### src/rtl/seq_divider.sv
// rtl/seq_divider.sv - sequential restoring divider, 8-bit dividend by 4-bit divisor
// Define DIV_SIGNED_EN for two's complement operands and results; unsigned otherwise.
module seq_divider (
   input  logic       clk,
   input  logic       rst,
   input  logic       start,
   input  logic [7:0] dividend,
   input  logic [3:0] divisor,
   output logic [7:0] quot,
   output logic [3:0] rem,
   output logic       busy,
   output logic       done,
   output logic       dz,
   output logic       ovf
);
   typedef enum logic [2:0] {IDLE, LOAD, SHIFT, FIX, DONE} state_t;

   state_t     state_q, state_d;
   logic [2:0] cnt_q, cnt_d;
   logic [7:0] a_q, a_d;
   logic [3:0] b_q, b_d;
   logic [3:0] r_q, r_d;
   logic [7:0] quot_q, quot_d;
   logic [3:0] rem_q, rem_d;
   logic       dz_q, dz_d;
   logic       ovf_q, ovf_d;
`ifdef DIV_SIGNED_EN
   logic       sa_q, sa_d;
   logic       sb_q, sb_d;
`endif

   logic [4:0] r_shift;
   logic [3:0] r_sub;
   logic [7:0] fix_quot;
   logic [3:0] fix_rem;
   logic       fix_ovf;

   // a_q holds the raw dividend after IDLE, its magnitude after LOAD, and the quotient after SHIFT
   always_comb begin
      r_shift = {r_q, a_q[7]};
      r_sub   = r_shift[3:0] - b_q;
   end

   always_comb begin
`ifdef DIV_SIGNED_EN
      fix_quot = (sa_q ^ sb_q) ? (~a_q + 8'd1) : a_q;
      fix_rem  = sa_q ? (~r_q + 4'd1) : r_q;
      fix_ovf  = ~(sa_q ^ sb_q) & a_q[7];
`else
      fix_quot = a_q;
      fix_rem  = r_q;
      fix_ovf  = 1'b0;
`endif
   end

   always_comb begin
      state_d = state_q;
      cnt_d   = cnt_q;
      a_d     = a_q;
      b_d     = b_q;
      r_d     = r_q;
      quot_d  = quot_q;
      rem_d   = rem_q;
      dz_d    = dz_q;
      ovf_d   = ovf_q;
`ifdef DIV_SIGNED_EN
      sa_d    = sa_q;
      sb_d    = sb_q;
`endif
      case (state_q)
         IDLE: begin
            if (start) begin
               state_d = LOAD;
               a_d     = dividend;
               b_d     = divisor;
            end
         end
         LOAD: begin
            r_d   = 4'd0;
            cnt_d = 3'd0;
`ifdef DIV_SIGNED_EN
            sa_d  = a_q[7];
            sb_d  = b_q[3];
            a_d   = a_q[7] ? (~a_q + 8'd1) : a_q;
            b_d   = b_q[3] ? (~b_q + 4'd1) : b_q;
`endif
            if (b_q == 4'd0) begin
               state_d = DONE;
               quot_d  = 8'd0;
               rem_d   = 4'd0;
               dz_d    = 1'b1;
               ovf_d   = 1'b0;
            end else begin
               state_d = SHIFT;
            end
         end
         SHIFT: begin
            if (r_shift >= {1'b0, b_q}) begin
               r_d = r_sub;
               a_d = {a_q[6:0], 1'b1};
            end else begin
               r_d = r_shift[3:0];
               a_d = {a_q[6:0], 1'b0};
            end
            cnt_d = cnt_q + 3'd1;
            if (cnt_q == 3'd7) begin
               state_d = FIX;
            end
         end
         FIX: begin
            state_d = DONE;
            quot_d  = fix_quot;
            rem_d   = fix_rem;
            dz_d    = 1'b0;
            ovf_d   = fix_ovf;
         end
         DONE: begin
            state_d = IDLE;
         end
         default: begin
            state_d = IDLE;
         end
      endcase
   end

   always_ff @(posedge clk or negedge rst) begin
      if (!rst) begin
         state_q <= IDLE;
         cnt_q   <= 3'd0;
         a_q     <= 8'd0;
         b_q     <= 4'd0;
         r_q     <= 4'd0;
         quot_q  <= 8'd0;
         rem_q   <= 4'd0;
         dz_q    <= 1'b0;
         ovf_q   <= 1'b0;
`ifdef DIV_SIGNED_EN
         sa_q    <= 1'b0;
         sb_q    <= 1'b0;
`endif
      end else begin
         state_q <= state_d;
         cnt_q   <= cnt_d;
         a_q     <= a_d;
         b_q     <= b_d;
         r_q     <= r_d;
         quot_q  <= quot_d;
         rem_q   <= rem_d;
         dz_q    <= dz_d;
         ovf_q   <= ovf_d;
`ifdef DIV_SIGNED_EN
         sa_q    <= sa_d;
         sb_q    <= sb_d;
`endif
      end
   end

   assign quot = quot_q;
   assign rem  = rem_q;
   assign dz   = dz_q;
   assign ovf  = ovf_q;
   assign busy = (state_q != IDLE);
   assign done = (state_q == DONE);

endmodule

### config.mk
export PLATFORM = sky130hd
export DESIGN_NAME = seq_divider
export DESIGN_NICKNAME = d
export VERILOG_FILES = /design/src/rtl/seq_divider.sv
export SDC_FILE = /design/constraint.sdc
export NUM_CORES = 1
export LEC_CHECK = 0
export CAP_MARGIN = 0
export CORE_MARGIN = 3
export CORE_UTILIZATION = 30
export CTS_CLUSTER_DIAMETER = 100
export CTS_CLUSTER_SIZE = 24
export DETAILED_ROUTE_END_ITERATION = 7
export PLACE_DENSITY = 0.48
export SYNTH_ARGS = -nofsm -noshare
export SYNTH_HDL_FRONTEND = slang
export SYNTH_SLANG_ARGS = --single-unit
### constraint.sdc
create_clock -name clk -period 2.1 [get_ports clk]
set_input_delay 0.525 -clock clk [delete_from_list [all_inputs] [get_ports clk]]
set_output_delay 0.525 -clock clk [all_outputs]
set_load 0.03 [all_outputs]
==> qor.yml <==
run_status:
  status: "complete, no violations"
logic_synthesis:
  synthCells: 159
  yosysWarnings: 0
  synth_top_area_share: 0.493
  synth_area_um2: 1780
  ys_seq_area_frac: 0.493
  yosys-top-cells-area: "dfrtp_1, a22o_1, mux2i_1"
  ys_types: 41
  synth_area_leader_cell: "dfrtp_1"
  syn_nets: 181
  ys_ff_latch: 35
  avgSynthCellArea_um2: 11.2
layout:
  fin_nets: 214
  final_common_cell: "dfrtp_1"
  fill_cells: 562
  synthToLayoutAreaGrowth_pct: 24.6
  drive_above_1_share: 0.135
  mostFrequentLayoutCells: "dfrtp_1, clkdlybuf4s50_1, nand2_1"
  final_core_util: 0.395
  num_antenna_cells: 0
sta:
  skew_ns: 0.00971
  tns_ns: 0
  rsz0062_at_grt: "false"
  setup_viol: 0
  fin_crit_sh: 0.917
  holdWs_ns: 0.503
  worstMarginPinSlew_ns: 1.09
  fmax_ghz: 0.519
  max_slew_margin: 0.268
  drv_slew: 0
  period_needed_ns: 1.93
  finalHoldViolCount: 0
power_and_ir_drop:
  p_int_mw: 2.09
  p_sw_frac: 0.434
  pwr-share-clk: 0.131
  ir_drop_mv: 0.550
  p_leak_nw: 0.981
  switchingPower_mw: 1.60
  power_density_nw_per_um2: 1660
  power_frac_comb: 0.544
  seqPwrFrac: 0.325
job:
  cap_violations: 0
global_routing:
  grt_pass1_wl_um: 6890
  grt_pass1_vias: 1328
  grt_max_degree: 36
  grt_overflow: 0
  grt_antenna_before_repair: 0
  grt_use_total: 0.124
routing:
  drt_first_pass_iters: 4
  totalWireLength_um: 3880
  drc_errors: 0
  routedWlPerCell_um: 14.6
  ant_nets: 0
  first_iter_violations: 68
  viasPerCell: 4.80
  vias: 1273
placement:
  dp_hpwl_um: 2840
  gp_congestion: 0.834
  numPortBuffers: 29
worst_setup_path:
  cp-end-kind: "output port"
  max_stage_delay_ns: 0.38
  r2r_start: "fix_rem[1]"
  critical_path.top_delay_family: "buffers and inverters"
  cp_data_required_time_ns: 1.57
  slowest_stage: "dfrtp_1"
  cp_cell_sequence: "buf_4 -> inv_1 -> and3_1 -> buf_4"
  arrival_ns: 1.40
  worst_r2r_path_depth: 5
  r2r-end: "fix_rem[2]"
  cp_common_cell: "buf_4"
  cp_num_buf_inv: 3
  critical_path.startpoint_type: "flop"
  crit_fanout: 9
  crit_type: "flop to output port"
  rrSetupSlack_ns: 0.34
floorplan:
  core_um2: 5610
  start_util: 0.317
  num_io_pins: 31
  die_x_um: 83.0
  num_rows: 27
  die_y_um: 83.0
  dieArea_um2: 6890
hold_path:
  holdPathEnd: "quot[1]"
  hold_start: "quot[1]"
  hold_path.class: "flop to flop"
  min_path_cells: 1
cts:
  post_cts_resize_count: 1
  tritoncts: "done"
  cts_buffer_depth: 2
  cts.clk_slew.worst_paths_ns: 0.07
  cts-root-buf: "clkbuf_8"
  postCtsSetupBuffers: 0
  htreeDepth: 2
  cts-buffers-inserted: 5
  hold_buffers: 0
  worstSkewPairLatency_ns: 0.29
  cts_sinks: 35
## through the flow
stage	setup slack [ns]	total power [mW]	area, um2	std cells
finish	0.174	3.68	2210	265
global route	0.107	4.02	2210	265
CTS	0.154	3.74	2210	265
detailed placement	0.169	3.25	2130	257
global placement	0.196	3.22	2130	257
floorplan	0.501	2.66	1780	159
## worst register-to-register path, cell delays in order (launching register included)
cell and delay (ns):
dfrtp_1 0.44, ha_1 0.37, o21a_1 0.13, a21boi_1 0.24, nor2_1 0.14, a221o_1 0.32
## worst max-delay path by stage
stage	startpoint	end	slack, ns	depth (start not counted)
final	state_q[1]	done	0.17	4
after global routing	state_q[1]	done	0.11	4
after CTS	state_q[1]	done	0.15	4
after detailed placement	start	b_q[0]	0.17	4
after global placement	start	b_q[0]	0.20	4
after floorplan	state_q[2]	busy	0.50	2
## synth_stat cells
cell type  instances
buf_4              5
mux2_2             1
a211oi_2           1
o31ai_1            1
a21bo_2            1
buf_12             1
a21boi_1           1
or3_4              1
nand4_1            2
inv_1              8
fa_1               1
nor2_2             2
nand2_1           16
a21o_1             1
a32o_1             1
nand3_1            1
a22oi_1            2
a22o_1            12
conb_1             1
nor3b_4            1
a221o_1            1
nor4_2             1
nor4b_2            1
nor3_4             1
nand2b_1           2
o311ai_2           1
buf_6              3
or3_1              1
and2_1             2
o21ai_1            6
and3_1             1
nor3_1             3
o21ai_0           11
a22oi_2            1
nor2_1             8
o21a_1             1
dfrtp_1           35
mux2i_1            8
xor2_1             2
a21oi_1            4
ha_1               6
## sequential cells by signal, summed over array words and instances, names as in the netlist
signal	count
quot	8
state_q	3
dz	1
rem	4
a_q	8
fix_rem	4
b_q	4
cnt_q	3
## cell families (layout without fill, tap and decap cells)
group                      Yosys count  count (layout)  synth area share
AOI/OAI and AO/OA                   45              45             0.184
and+or+nand+nor                     43              43             0.139
DFF                                 35              35             0.493
buffers and inverters               17              51            0.0683
muxes                                9               9            0.0514
adders and majority gates            7               7            0.0535
xor gates and xnor gates             2               2           0.00985
other                                1               1           0.00211
## area by class of cell
cell class                      instances  area, um2  share of cell area
Clock buffer                            6       72.6              0.0328
Clock inverter                          2       12.5             0.00565
Inverter                                8       30.0              0.0136
Multi-Input combinational cell        107        790               0.356
Sequential cell                        35        876               0.395
Tap cell                               72       90.1              0.0407
Timing Repair Buffer                   35        344               0.155
## layer usage
layer / track usage / routed length [um] / vias to the layer above
met5: 0 / 0 / -
li1: - / - / 630
met2: 0.179 / 1740 / 22
met4: 0.0446 / 28 / 0
met1: 0.178 / 1990 / 619
met3: 0.0308 / 124 / 2
## power by group through the flow
stage	sequential [mW]	clock [mW]	combinational, mW
floorplan	1.38	0	1.27
global placement	1.20	0	2.02
detailed placement	1.21	0	2.03
CTS	1.20	0.505	2.03
global route	1.24	0.528	2.25
finish	1.20	0.481	2.01
No activity file was read; power rests on OpenSTA's default activity.
